### src/rtl/gate_pkg.sv
// Shared encodings, state type and golden gate model for the gate self-check sequencer.
package gate_pkg;

    localparam logic [2:0] OP_BUF  = 3'd0;
    localparam logic [2:0] OP_NOT  = 3'd1;
    localparam logic [2:0] OP_AND  = 3'd2;
    localparam logic [2:0] OP_OR   = 3'd3;
    localparam logic [2:0] OP_NAND = 3'd4;
    localparam logic [2:0] OP_NOR  = 3'd5;
    localparam logic [2:0] OP_XOR  = 3'd6;
    localparam logic [2:0] OP_XNOR = 3'd7;

    typedef enum logic [1:0] {
        ST_IDLE   = 2'd0,
        ST_SETTLE = 2'd1,
        ST_CHECK  = 2'd2,
        ST_DONE   = 2'd3
    } state_e;

    // Single-input ops (BUF/NOT) ignore b entirely.
    function automatic logic golden(input logic [2:0] op, input logic a, input logic b);
        logic y;
        case (op)
            OP_BUF:  y = a;
            OP_NOT:  y = ~a;
            OP_AND:  y = a & b;
            OP_OR:   y = a | b;
            OP_NAND: y = ~(a & b);
            OP_NOR:  y = ~(a | b);
            OP_XOR:  y = a ^ b;
            default: y = ~(a ^ b);
        endcase
        return y;
    endfunction

endpackage

### src/rtl/gate_golden.sv
// Combinational reference model of the selected 2-input gate.
module gate_golden
    import gate_pkg::*;
(
    input  logic [2:0] op_i,
    input  logic       a_i,
    input  logic       b_i,
    output logic       y_o
);

    assign y_o = golden(op_i, a_i, b_i);

endmodule

### src/rtl/gate_check_sequencer.sv
// Sweeps all four input vectors through an external gate, compares each settled
// output with the golden model and reports pass/fail counts and the first failing vector.
module gate_check_sequencer
    import gate_pkg::*;
#(
    parameter int SETTLE_CYC = 2
) (
    input  logic       clk,
    input  logic       rst,
    input  logic       start,
    input  logic [2:0] op_sel,
    output logic       dut_a,
    output logic       dut_b,
    input  logic       dut_y,
    output logic       busy,
    output logic       done,
    output logic       pass,
    output logic [2:0] pass_count,
    output logic [2:0] fail_count,
    output logic [1:0] first_fail,
    output logic [1:0] dbg_state
);

    localparam logic [3:0] TIMER_LOAD = 4'(SETTLE_CYC - 1);

    state_e      state_q, state_d;
    logic [2:0]  op_q, op_d;
    logic [1:0]  vec_q, vec_d;
    logic [3:0]  timer_q, timer_d;
    logic [2:0]  pass_cnt_q, pass_cnt_d;
    logic [2:0]  fail_cnt_q, fail_cnt_d;
    logic [1:0]  first_fail_q, first_fail_d;
    logic        pass_q, pass_d;
    logic        exp_y;

    gate_golden u_golden (
        .op_i (op_q),
        .a_i  (vec_q[0]),
        .b_i  (vec_q[1]),
        .y_o  (exp_y)
    );

    always_comb begin
        state_d      = state_q;
        op_d         = op_q;
        vec_d        = vec_q;
        timer_d      = timer_q;
        pass_cnt_d   = pass_cnt_q;
        fail_cnt_d   = fail_cnt_q;
        first_fail_d = first_fail_q;
        pass_d       = pass_q;
        case (state_q)
            ST_IDLE: begin
                if (start) begin
                    op_d         = op_sel;
                    vec_d        = 2'd0;
                    timer_d      = TIMER_LOAD;
                    pass_cnt_d   = 3'd0;
                    fail_cnt_d   = 3'd0;
                    first_fail_d = 2'd0;
                    pass_d       = 1'b0;
                    state_d      = ST_SETTLE;
                end
            end
            ST_SETTLE: begin
                if (timer_q == 4'd0) begin
                    state_d = ST_CHECK;
                end else begin
                    timer_d = timer_q - 4'd1;
                end
            end
            ST_CHECK: begin
                if (exp_y == dut_y) begin
                    pass_cnt_d = pass_cnt_q + 3'd1;
                end else begin
                    fail_cnt_d = fail_cnt_q + 3'd1;
                    if (fail_cnt_q == 3'd0) begin
                        first_fail_d = vec_q;
                    end
                end
                if (vec_q == 2'd3) begin
                    // Final verdict is folded in here so it is ready alongside done.
                    pass_d  = (fail_cnt_q == 3'd0) && (exp_y == dut_y);
                    state_d = ST_DONE;
                end else begin
                    vec_d   = vec_q + 2'd1;
                    timer_d = TIMER_LOAD;
                    state_d = ST_SETTLE;
                end
            end
            default: begin
                state_d = ST_IDLE;
            end
        endcase
    end

    always_ff @(posedge clk) begin
        if (rst) begin
            state_q      <= ST_IDLE;
            op_q         <= 3'd0;
            vec_q        <= 2'd0;
            timer_q      <= 4'd0;
            pass_cnt_q   <= 3'd0;
            fail_cnt_q   <= 3'd0;
            first_fail_q <= 2'd0;
            pass_q       <= 1'b0;
        end else begin
            state_q      <= state_d;
            op_q         <= op_d;
            vec_q        <= vec_d;
            timer_q      <= timer_d;
            pass_cnt_q   <= pass_cnt_d;
            fail_cnt_q   <= fail_cnt_d;
            first_fail_q <= first_fail_d;
            pass_q       <= pass_d;
        end
    end

    // Gate inputs come straight from the vector register, so they change only on a clock edge.
    assign dut_a      = vec_q[0];
    assign dut_b      = vec_q[1];
    assign busy       = (state_q != ST_IDLE);
    assign done       = (state_q == ST_DONE);
    assign pass       = pass_q;
    assign pass_count = pass_cnt_q;
    assign fail_count = fail_cnt_q;
    assign first_fail = first_fail_q;
    assign dbg_state  = state_q;

endmodule

### config.mk
export PLATFORM = sky130hd
export DESIGN_NAME = gate_check_sequencer
export DESIGN_NICKNAME = d
export VERILOG_FILES = /design/src/rtl/gate_pkg.sv /design/src/rtl/gate_golden.sv /design/src/rtl/gate_check_sequencer.sv
export SDC_FILE = /design/constraint.sdc
export NUM_CORES = 1
export LEC_CHECK = 0
export ABC_AREA = 1
export ABC_CLOCK_PERIOD_IN_PS = 2300
export CAP_MARGIN = 20
export CORE_MARGIN = 3
export CORE_UTILIZATION = 50
export DETAILED_ROUTE_END_ITERATION = 8
export HOLD_SLACK_MARGIN = 0.15
export PLACE_DENSITY = 0.76
export SYNTH_ARGS = -nofsm -noshare
export SYNTH_HDL_FRONTEND = slang
export SYNTH_SLANG_ARGS = --single-unit
### constraint.sdc
create_clock -name clk -period 2.3 [get_ports clk]
set_input_delay 0.46 -clock clk [delete_from_list [all_inputs] [get_ports clk]]
set_output_delay 0.46 -clock clk [all_outputs]
set_load 0.05 [all_outputs]
==> impl_metrics.json, run 1 <==
{
  "drtPass1Iterations": 4,
  "path_max_fanout": 6,
  "antenna_found_initial": 0,
  "p_total_mw": 1.112,
  "cts_buffer_depth": 2,
  "outcome": "completed",
  "drc": 0,
  "dieArea_sq_mm": 0.002872,
  "clkLatencyLatePin_ns": 0.30,
  "ys_warn_count": 0,
  "avgSynthCellArea_sq_um": 7.450,
  "dieHeight_um": 53.59,
  "drt-total-wl_um": 2329,
  "timing_hold_violations_final": 0,
  "grt_usage_pct": 18.86,
  "drv_slew": 0,
  "critPathRequiredTime_ns": 1.84,
  "syn-instance-count": 152,
  "arrival_ns": 1.64,
  "cp-end-kind": "output pin",
  "cp_top_family": "buffers and inverters",
  "fillers": 177,
  "syn_area_sq_mm": 0.001132,
  "peakVddDrop_uv": 555.0,
  "tightest_slew_ns": 0.5003,
  "grt_pass1_vias": 999,
  "rsz0062_at_grt": "false",
  "postRouteAntennaNets": 0,
  "layout_common_cells": "23 x inv_1, 21 x nand2_1, 20 x dfxtp_1",
  "num_io_pins": 22,
  "slowest_delay_ns": 0.86,
  "numPortBuffers": 21,
  "finalSetupTns_ns": 0,
  "cellPowerDensity_mw_per_mm2": 792.7,
  "period_minus_slack_ns": 2.102,
  "final_common_cell": "inv_1",
  "finish.instance_area_sq_mm": 0.001403,
  "cts_tree": "yes",
  "worst_slew_margin_rel_pct": 66.54,
  "cts_root_buf": "clkbuf_4",
  "clkTransAtPathRegs_ns": 0.11,
  "yosys.area.top_type_share_pct": 35.36,
  "stdcell_count": 202,
  "leakage_nw": 0.6348,
  "clock-sinks": 20,
  "min_path_type": "register to register",
  "synth-seq-cells": 20,
  "placed_area_sq_mm": 0.001375,
  "setup_violations": 0,
  "critPathSlowestCell": "clkdlybuf4s50_1",
  "cts_htree_levels": 1,
  "synth_top_cell_by_area": "dfxtp_1",
  "diodes": 0,
  "vias_per_cell": 5.178,
  "die_w_um": 53.59,
  "areaGrowthSynthToFinish_pct": 23.87,
  "synthesis.nets": 166,
  "worst-setup-path-type": "register to output pin",
  "drt-initial-drc-count": 29,
  "dp_hpwl_um": 1825,
  "wl_per_cell_um": 11.53,
  "synth.distinct_cells": 28,
  "timing.fmax_mhz": 475.7,
  "grt_max_degree": 12,
  "path_cells": "clkdlybuf4s50_1",
  "start_kind": "register",
  "grt_pass1_wl_um": 4064,
  "initial_utilization_pct": 55.45,
  "maxCapViolations": 0,
  "fin_crit_sh_pct": 91.40,
  "drive_gt1_share_pct": 13.14,
  "cp_num_buf_inv": 1,
  "rows": 16,
  "grt_overflow_total": 0,
  "synth-seq-area-share_pct": 35.36,
  "synth.area.top_cells": "dfxtp_1 35%, ha_1 7.7%, inv_1 7.6%",
  "gp_congestion": 0.8037,
  "skew_ns": 0.002939,
  "dp_cells": 199,
  "cts_inserted_buffers": 3,
  "core-area_sq_mm": 0.002042,
  "layout.nets": 191,
  "num_vias": 1046
}
stage by stage:
stage	hold WS, ns	util (%)	worst slack, ns
final	0.4874	68.69	0.1978
after global routing	0.5140	68.69	0.1396
after CTS	0.4886	68.44	0.08036
after detailed placement	0.4703	67.34	0.4242
after global placement	0.4635	67.34	0.4600
after floorplan	0.4465	-	0.1824
final cells by class:
| class | instances | area, sq um | area share, % |
|---|---|---|---|
| inverters | 27 | 101.3 | 7.226 |
| well taps | 27 | 33.78 | 2.409 |
| repair buffers | 22 | 222.7 | 15.88 |
| clock buffers | 3 | 22.52 | 1.606 |
| multi-input cells | 103 | 621.8 | 44.34 |
| flip-flops and latches | 20 | 400.4 | 28.55 |
registers in the layout, indices dropped and copies added (netlist names):
signal and count:
pass 1, pass_count 3, fail_count 3, dbg_state 2
timer_q 4, first_fail 2, op_q 3, vec_q 2
where the power goes:
part | internal, mW | leakage, nW | total, mW | switching, mW
registers | 0.394 | 0.164 | 0.434 | 0.0403
clock network | 0.0610 | 0.0138 | 0.167 | 0.106
logic | 0.175 | 0.457 | 0.510 | 0.335
total | 0.630 | 0.635 | 1.11 | 0.481
repair_timing:
| action | 4_1_cts | 5_1_grt |
|---|---|---|
| hold buffers | 0 | 0 |
| endpoints found under the setup margin | 0 | 2 |
| gates resized for setup | 0 | 2 |
| buffers inserted | 0 | 0 |
cells in the mapped netlist:
cell	n
o21ai_1	3
nand3_2	3
inv_2	4
nand2_2	3
ha_1	7
dfxtp_1	20
clkbuf_1	1
nor2_4	2
xor2_1	1
nor2_1	15
nand3_1	11
a311oi_1	1
nor3b_2	1
nor2_2	1
o21ai_0	6
nand2_1	21
o21ai_2	1
buf_2	1
nor3_4	1
nand4_1	4
nor3_1	2
nand2_4	1
nand3_4	1
or2_1	1
a211oi_1	3
a21oi_2	1
inv_1	23
a21oi_1	13
per-layer routing:
metal  share of wire, %  GRT usage, %
met5                  0             0
met4               0.56         6.383
met3                4.9         2.770
met2                 48         32.24
met1                 47         24.14
final timing paths:
kind / cells after the start / to / startpoint / slack, ns
max reg2reg: 10 / pass_count[0] / vec_q[0] / 0.41
min: 2 / first_fail[1] / first_fail[1] / 0.49
max: 1 / dbg_state[0] / dbg_state[0] / 0.20
min reg2reg: 2 / first_fail[1] / first_fail[1] / 0.49
cell families after synthesis:
kind of cell / synth area share (%)
flops: 35.36
buf+inv: 9.722
xor+xnor: 0.7736
simple gates: 32.38
fa+ha+maj: 7.734
compound gates: 14.03
No activity file was read; power rests on OpenSTA's default activity.
==> inputs of run 2 (changes only) <==
CELL_PAD_IN_SITES_DETAIL_PLACEMENT = 2   (was not set)
CELL_PAD_IN_SITES_GLOBAL_PLACEMENT = 2   (was not set)
CORE_UTILIZATION = 28   (was 50)
==> run 2 against run 1 <==
  * Critical path depth increased by 2
  * Hold slack improved by 0.0044 ns
  * Die area up 69%
  * Routed wire length grew 42%
  * Worst setup slack worse by 0.090 ns
  * Maximum frequency down 4.1%
  * Design area grew 2.9%
  * Register-to-register slack got worse by 0.06 ns
  * Clock skew hardly changed
  * Critical path type unchanged
  * Largest cell class unchanged
==> impl_metrics.json, run 2 (synthesized netlist as in run 1, its figures left out) <==
{
  "holdWs_ns": 0.4919,
  "antenna_found_initial": 0,
  "cts_hold_repair.buffers": 0,
  "fin_crit_sh_pct": 95.30,
  "wl_per_cell_um": 14.81,
  "maxCapViolations": 0,
  "rsz0062_at_grt": "false",
  "clkTransAtPathRegs_ns": 0.07,
  "numPortBuffers": 21,
  "slowest_delay_ns": 0.80,
  "rows": 22,
  "postCtsSetupBuffers": 0,
  "drt-initial-drc-count": 13,
  "cts.repair.resized": 0,
  "dp_hpwl_um": 2680,
  "regArea_sq_um": 400.4,
  "clkLatencyLatePin_ns": 0.26,
  "outcome": "completed",
  "layout_setup_ws_ns": 0.1082,
  "min_path_cells": 1,
  "cp-end-kind": "output pin",
  "cts_inserted_buffers": 3,
  "rrSetupSlack_ns": 0.35,
  "grt_pass1_vias": 1218,
  "num_vias": 1080,
  "dieHeight_um": 69.59,
  "min_path_type": "register to register",
  "layout.nets": 191,
  "drv_slew": 0,
  "final_common_cell": "inv_1",
  "path_max_fanout": 6,
  "cts_tree": "yes",
  "num_io_pins": 22,
  "arrival_ns": 1.73,
  "cts_root_buf": "clkbuf_8",
  "cts_htree_levels": 1,
  "multi_input_area_sq_um": 621.8,
  "grt_overflow_total": 0,
  "timing_hold_violations_final": 0,
  "hold_start": "timer_q[0]",
  "finish.instance_area_sq_mm": 0.001443,
  "dieArea_sq_mm": 0.004843,
  "start_kind": "register",
  "dp_slack_ns": 0.3271,
  "grt_pass1_wl_um": 5823,
  "clock-sinks": 20,
  "postRouteAntennaNets": 0,
  "leakage_nw": 0.6117,
  "critPathSlowestCell": "clkdlybuf4s50_1",
  "cellPowerDensity_mw_per_mm2": 835.3,
  "worst-setup-path-type": "register to output pin",
  "period_minus_slack_ns": 2.192,
  "worstReg2RegEnd": "pass_count[2]",
  "cts_buffer_depth": 2,
  "path_cells": "nor2_1 > inv_1 > clkdlybuf4s50_1",
  "drt-total-wl_um": 3303,
  "reg2regPathDepth": 12,
  "rr_startpoint": "vec_q[0]",
  "initial_utilization_pct": 30.03,
  "hold-path-endpoint": "timer_q[0]",
  "drive_gt1_share_pct": 13.14,
  "drtPass1Iterations": 2,
  "peakVddDrop_uv": 293.3,
  "timing.fmax_mhz": 456.2,
  "critPathRequiredTime_ns": 1.84,
  "layout_common_cells": "23 x inv_1, 21 x nand2_1, 21 x clkdlybuf4s50_1",
  "dp_cells": 220,
  "fillers": 462,
  "setup_violations": 0,
  "grt_usage_pct": 14.99,
  "grt_max_degree": 12,
  "core-area_sq_mm": 0.003771,
  "areaGrowthSynthToFinish_pct": 27.40,
  "stdcell_count": 223,
  "tightest_slew_ns": 0.5001,
  "largest_register_ffs": 4,
  "skew_ns": 0.003113,
  "finalSetupTns_ns": 0,
  "gp_congestion": 0.8060,
  "regMostFlops": "timer_q",
  "worst_slew_margin_rel_pct": 66.55,
  "vias_per_cell": 4.843,
  "fin_util_pct": 38.25,
  "p_total_mw": 1.205,
  "die_w_um": 69.59,
  "diodes": 0,
  "drc": 0,
  "placed_area_sq_mm": 0.001401
}
## run 2: where the power goes
part           switching (mW)  leakage (nW)  internal (mW)
combinational           0.355         0.426          0.176
clock                   0.120        0.0216          0.117
sequential             0.0435         0.164          0.394
## run 2: how the worst max path moves through the flow
stage | slack [ns] | depth (start not counted) | end | from
after floorplan | 0.18 | 10 | pass_count[0] | vec_q[0]
after global placement | 0.42 | 3 | busy | dbg_state[0]
after detailed placement | 0.33 | 12 | pass_count[2] | vec_q[0]
after CTS | 0.08 | 3 | busy | dbg_state[0]
after global routing | 0.01 | 3 | done | dbg_state[0]
final | 0.11 | 3 | busy | dbg_state[0]
## run 2: worst max-delay path, delay by kind of cell, from the launching register on
family                 cells  cell delay, ns
buffers and inverters      2            0.90
flip-flops                 1            0.47
AND/OR/NAND/NOR            1            0.10
## run 2: area by class of cell
cell class	instances	area share, %
tap	48	4.163
timing repair buffer	22	15.09
clock buffer	3	2.862
sequential	20	27.75
inverter	27	7.025
multi-input combinational	103	43.11
## run 2: routing by layer
layer / GRT usage [%] / vias up / share of wire, %
met1: 18.65 / 518 / 47
met2: 26.80 / 18 / 50
met4: 3.905 / 0 / 0.58
met5: 0 / - / 0
li1: - / 542 / -
met3: 2.174 / 2 / 2.1
==> inputs of run 3 (changes only) <==
TNS_END_PERCENT = 50   (was not set)
==> results of run 3 <==
The final DEF is identical to that of run 2; final timing and power are the same.
